### src/rtl/sar_search.sv
// sar_search: successive-approximation controller for an external comparator.
// Recovers a hidden unsigned operand A, MSB first, in at most WIDTH probes.
module sar_search #(
    parameter int WIDTH = 3,
    parameter int LAT   = 0
) (
    input  logic             clk,
    input  logic             rst_n,
    input  logic             start,
    input  logic             cmp_gt,
    input  logic             cmp_lt,
    input  logic             cmp_eq,
    output logic [WIDTH-1:0] trial,
    output logic             busy,
    output logic             done,
    output logic [WIDTH-1:0] result,
    output logic             err
);

    localparam int IW = (WIDTH > 2) ? $clog2(WIDTH) : 1;
    localparam int CW = (LAT > 0) ? $clog2(LAT + 1) : 1;

    localparam logic [WIDTH-1:0] MSB = {1'b1, {(WIDTH-1){1'b0}}};

    typedef enum logic [1:0] {
        IDLE   = 2'd0,
        PROBE  = 2'd1,
        WAIT   = 2'd2,
        FINISH = 2'd3
    } state_t;

    state_t           state, state_n;
    logic [WIDTH-1:0] trial_n;
    logic [WIDTH-1:0] result_n;
    logic             err_n;
    logic [IW-1:0]    idx, idx_n;
    logic [CW-1:0]    cnt, cnt_n;
    logic             one_hot;

    assign one_hot = ( cmp_gt & ~cmp_lt & ~cmp_eq) |
                     (~cmp_gt &  cmp_lt & ~cmp_eq) |
                     (~cmp_gt & ~cmp_lt &  cmp_eq);

    assign busy = (state == PROBE) || (state == WAIT);
    assign done = (state == FINISH);

    // State and datapath registers with synchronous active-low reset.
    always_ff @(posedge clk) begin
        if (!rst_n) begin
            state  <= IDLE;
            trial  <= '0;
            idx    <= '0;
            cnt    <= '0;
            result <= '0;
            err    <= 1'b0;
        end else begin
            state  <= state_n;
            trial  <= trial_n;
            idx    <= idx_n;
            cnt    <= cnt_n;
            result <= result_n;
            err    <= err_n;
        end
    end

    // Next-state logic: trial only moves at start and at PROBE edges.
    always_comb begin
        state_n  = state;
        trial_n  = trial;
        idx_n    = idx;
        cnt_n    = cnt;
        result_n = result;
        err_n    = err;
        unique case (state)
            IDLE: begin
                if (start) begin
                    trial_n = MSB;
                    idx_n   = IW'(WIDTH - 1);
                    err_n   = 1'b0;
                    if (LAT == 0) begin
                        state_n = PROBE;
                    end else begin
                        state_n = WAIT;
                        cnt_n   = CW'(LAT);
                    end
                end
            end
            WAIT: begin
                cnt_n = cnt - CW'(1);
                if (cnt <= CW'(1)) begin
                    cnt_n   = '0;
                    state_n = PROBE;
                end
            end
            PROBE: begin
                if (!one_hot) begin
                    err_n    = 1'b1;
                    result_n = trial;
                    trial_n  = '0;
                    state_n  = FINISH;
                end else if (cmp_eq) begin
                    result_n = trial;
                    trial_n  = '0;
                    state_n  = FINISH;
                end else if (idx == '0) begin
                    // Last bit: LT clears it, GT means A is beyond all-ones.
                    if (cmp_lt) begin
                        result_n = {trial[WIDTH-1:1], 1'b0};
                    end else begin
                        err_n    = 1'b1;
                        result_n = trial;
                    end
                    trial_n = '0;
                    state_n = FINISH;
                end else begin
                    if (cmp_lt) begin
                        trial_n[idx] = 1'b0;
                    end
                    trial_n[idx - IW'(1)] = 1'b1;
                    idx_n = idx - IW'(1);
                    if (LAT > 0) begin
                        state_n = WAIT;
                        cnt_n   = CW'(LAT);
                    end
                end
            end
            FINISH: begin
                state_n = IDLE;
            end
            default: begin
                state_n = IDLE;
            end
        endcase
    end

endmodule
### config.mk
export PLATFORM = sky130hd
export DESIGN_NAME = sar_search
export DESIGN_NICKNAME = d
export VERILOG_FILES = /design/src/rtl/sar_search.sv
export SDC_FILE = /design/constraint.sdc
export NUM_CORES = 1
export LEC_CHECK = 0
export ABC_AREA = 1
export BUFFER_PORTS_ARGS = -buffer_cell sky130_fd_sc_hd__buf_4
export CAP_MARGIN = 40
export CORE_ASPECT_RATIO = 1.4
export CORE_UTILIZATION = 30
export DETAILED_ROUTE_END_ITERATION = 10
export MAX_ROUTING_LAYER = met4
export PLACE_DENSITY = 0.55
export SKIP_LAST_GASP = 1
export SLEW_MARGIN = 25
export SYNTH_ARGS = -nofsm -noshare
export SYNTH_HDL_FRONTEND = slang
export SYNTH_SLANG_ARGS = --single-unit
### constraint.sdc
create_clock -name clk -period 1.65 [get_ports clk]
set_input_delay 0.0825 -clock clk [delete_from_list [all_inputs] [get_ports clk]]
set_output_delay 0.0825 -clock clk [all_outputs]
set_load 0.01 [all_outputs]
==> summary.txt <==
Min path
  – Hold Path Sink: idx[0]
  – HP Class: primary input to register
  – Hold Crit Depth: 3
  – Hold_sp: rst_n

GRT
  – Number of global-route vias before repair: 585
  – Largest net degree at the start of global routing: 9
  – First-pass GRT wire length: approximately 2500 µm
  – Initial antenna violation count: 0
  – GRT Overall Usage: between 10% and 20%
  – Total grt overflow: 0

Logic synthesis
  – Ranking of synthesized cells by area: dfxtp_1, ha_1, nand2_1, a21oi_1, inv_1
  – Ys flop type: dfxtp_1
  – Top cell type's share of synthesized area: about a third
  – Yosys warns: 0
  – Mux share of post-synthesis cell area: 0%
  – Synth Instances: between 90 and 100
  – Post-Synth Adder-Cell Area: roughly 15%
  – Mapped Nets: roughly 110
  – EDFF count, synth: 0
  – Synthesized area per cell: 7.17 µm²
  – FFs w/ async S/R, synth: 0%
  – Combinational family with the most area after synthesis: simple AND/OR/NAND/NOR gates
  – Dominant cell type by area after synthesis: dfxtp_1
  – Post-synthesis compound-gate area fraction: 14.1%
  – Xor/xnor share of the synthesized area: 0%
  – Synth Cell Area: 667 µm²
  – Seq/Total Area, Yosys: 33.0%
  – Synth top cells by count: nand2_1, dfxtp_1, inv_1, nor2_1, a21oi_1
  – #FFs+latches synth: 11
  – Most common cell in the netlist: nand2_1
  – Synth cell types: 17
  – Post-Synth Simple-Gate Area: between 20% and 30%

Route
  – Total wire length: 1440 µm
  – Max layer used: met4
  – Met1 WL: slightly below 700 µm
  – DRT Pass-1 Iters: 4
  – Final antenna-violating net count: 0
  – Met2 WL: approximately 680 µm
  – Via total after detailed routing: 636
  – DRT iter0 DRCs: 6
  – Vias per inst: approximately 4.8
  – Met3 wire length: 33 µm
  – Routed length per placed instance: ~11 µm
  – DRC: 0

Floorplanning
  – Number of cell rows: 19
  – Die area: approximately 2400 µm²
  – Starting Density: ~33%
  – Total core area: between 2000 and 2500 µm²
  – Die width: approximately 42 µm
  – Die Height: between 50 and 60 µm
  – Num ports: 15

CTS
  – Total clock sinks: 11
  – H-tree levels: 1
  – Clock tree buffer depth: 2
  – Clock Latency Late Sink: between 200 and 300 ps
  – Post-CTS Hold Buffers: 0
  – Clock root cell: clkbuf_4
  – Clock slew seen by the registers of the worst setup and hold paths: roughly 70 ps
  – Cts bufs inserted: 3
  – CTS tree: built

STA
  – Endpoints failing hold: 0
  – Post-route setup slack: between 150 and 200 ps
  – Setup violators final: 0
  – RSZ-0062 raised after global routing: no
  – Crit path time final: 1490 ps
  – Least-Margin Pin Slew: about 300 ps
  – Final Skew: approximately 2.6 ps
  – Period utilisation layout: 90.2%
  – Slew Limit Headroom: 80.0%
  – Max Transition Viols Final: 0
  – TNS Setup: 0 ps
  – Fmax: roughly 670 MHz
  – Final Hold Slack: 75.3 ps

Pwr
  – Pleak: 0.000422 µW
  – P per Cell Area: 930 nW/µm²
  – Maximum VDD drop: ~560 µV

Critical path
  – R2R depth: 7
  – CP max FO: 8
  – Worst r2r dst: trial[1]
  – Worst EP arrival: approximately 1700 ps
  – Flop2flop setup slack: roughly 160 ps
  – Worst r2r src: state[1]
  – CP endpoint kind: register
  – CP Class: register to register
  – Startpoint types: register
  – Worst EP required: between 1500 and 2000 ps

Placed design
  – Routability cong.: roughly 0.77
  – Placed Area: approximately 800 µm²
  – Worst slack, placed: ~150 ps
  – Final HPWL DP: ~1200 µm
  – I/O Buffers: 14

Layout
  – Antenna cells: 0
  – Area grow syn2layout: 23.8%
  – Fin util: between 40% and 50%
  – Finished Cell Area: approximately 830 µm²
  – Layout cell share with drive strength beyond 1: between 20% and 30%
  – Fillers: around 210
  – Nets: between 100 and 150

Status
  – Status: complete, no violations

Run
  – Max-Cap Viols: 0
layer usage:
layer / GRT usage, % / vias to the layer above
met5: - / -
met4: 11.1 / 0
met3: 0.935 / 5
met2: 21.9 / 11
met1: 16.2 / 284
li1: - / 336
flip-flops by register name, summed over array words and instances, names as in the netlist:
register,count
trial,3
err,1
state,2
result,3
idx,2
how the worst max path moves through the flow:
stage          slack (ps)   endpoint      from  depth (start not counted)
2_1_floorplan         350  result[0]    idx[0]                          8
3_3_place_gp          150  result[0]    idx[0]                          8
3_5_place_dp          150  result[0]    idx[0]                          8
4_1_cts               150  result[0]    idx[0]                          8
5_1_grt                30   trial[1]  state[1]                          7
6_report              160   trial[1]  state[1]                          7
worst max-delay path: stages (launching register included):
cell and delay [ps]:
dfxtp_1 340, inv_1 90, ha_1 330, inv_2 100, a21oi_4 240, nand4_1 120, nand3_1 100, nor2_1 40
kinds of logic (layout without fill, tap and decap cells):
kind of cell | Yosys count | after routing
AND/OR/NAND/NOR | 43 | 43
AO/OA/AOI/OAI | 16 | 16
buffers and inverters | 15 | 33
flip-flops | 11 | 11
adder cells (fa/ha/maj) | 8 | 8
layout make-up:
type	instances	area [µm²]	share of cell area [%]
repair buffers	14	105	12.7
well taps	21	26.3	3.18
inverters	15	56.3	6.82
multi-input cells	67	390	47.3
flip-flops and latches	11	221	26.8
clock buffers	4	26.3	3.18
stage by stage:
stage / total power, µW / cells
CTS: 782 / 132
finish: 768 / 132
global placement: 580 / 128
floorplan: 492 / 93
detailed placement: 584 / 128
global route: 829 / 132
what timing repair did:
action,4_1_cts,5_1_grt
gates resized for setup,0,1
endpoints found under the setup margin,0,1
buffers inserted,0,0
power breakdown:
group / internal (µW) / leakage (µW) / switching (µW)
logic: 107 / 0.000315 / 143
clock network: 93.8 / 0.0000150 / 100
registers: 298 / 0.0000912 / 25.6
total: 499 / 0.000422 / 269
cells in the final DEF (no fill, tap or decap), drive strengths merged:
cell    Yosys  routed
a21oi      10      10
buf         0      14
clkbuf      0       4
dfxtp      11      11
ha          8       8
inv        15      15
nand2      20      20
nand3       6       6
nand4       4       4
nor2       12      12
nor3        1       1
o21ai       5       5
o21bai      1       1
(Power assumes the default switching activity.)
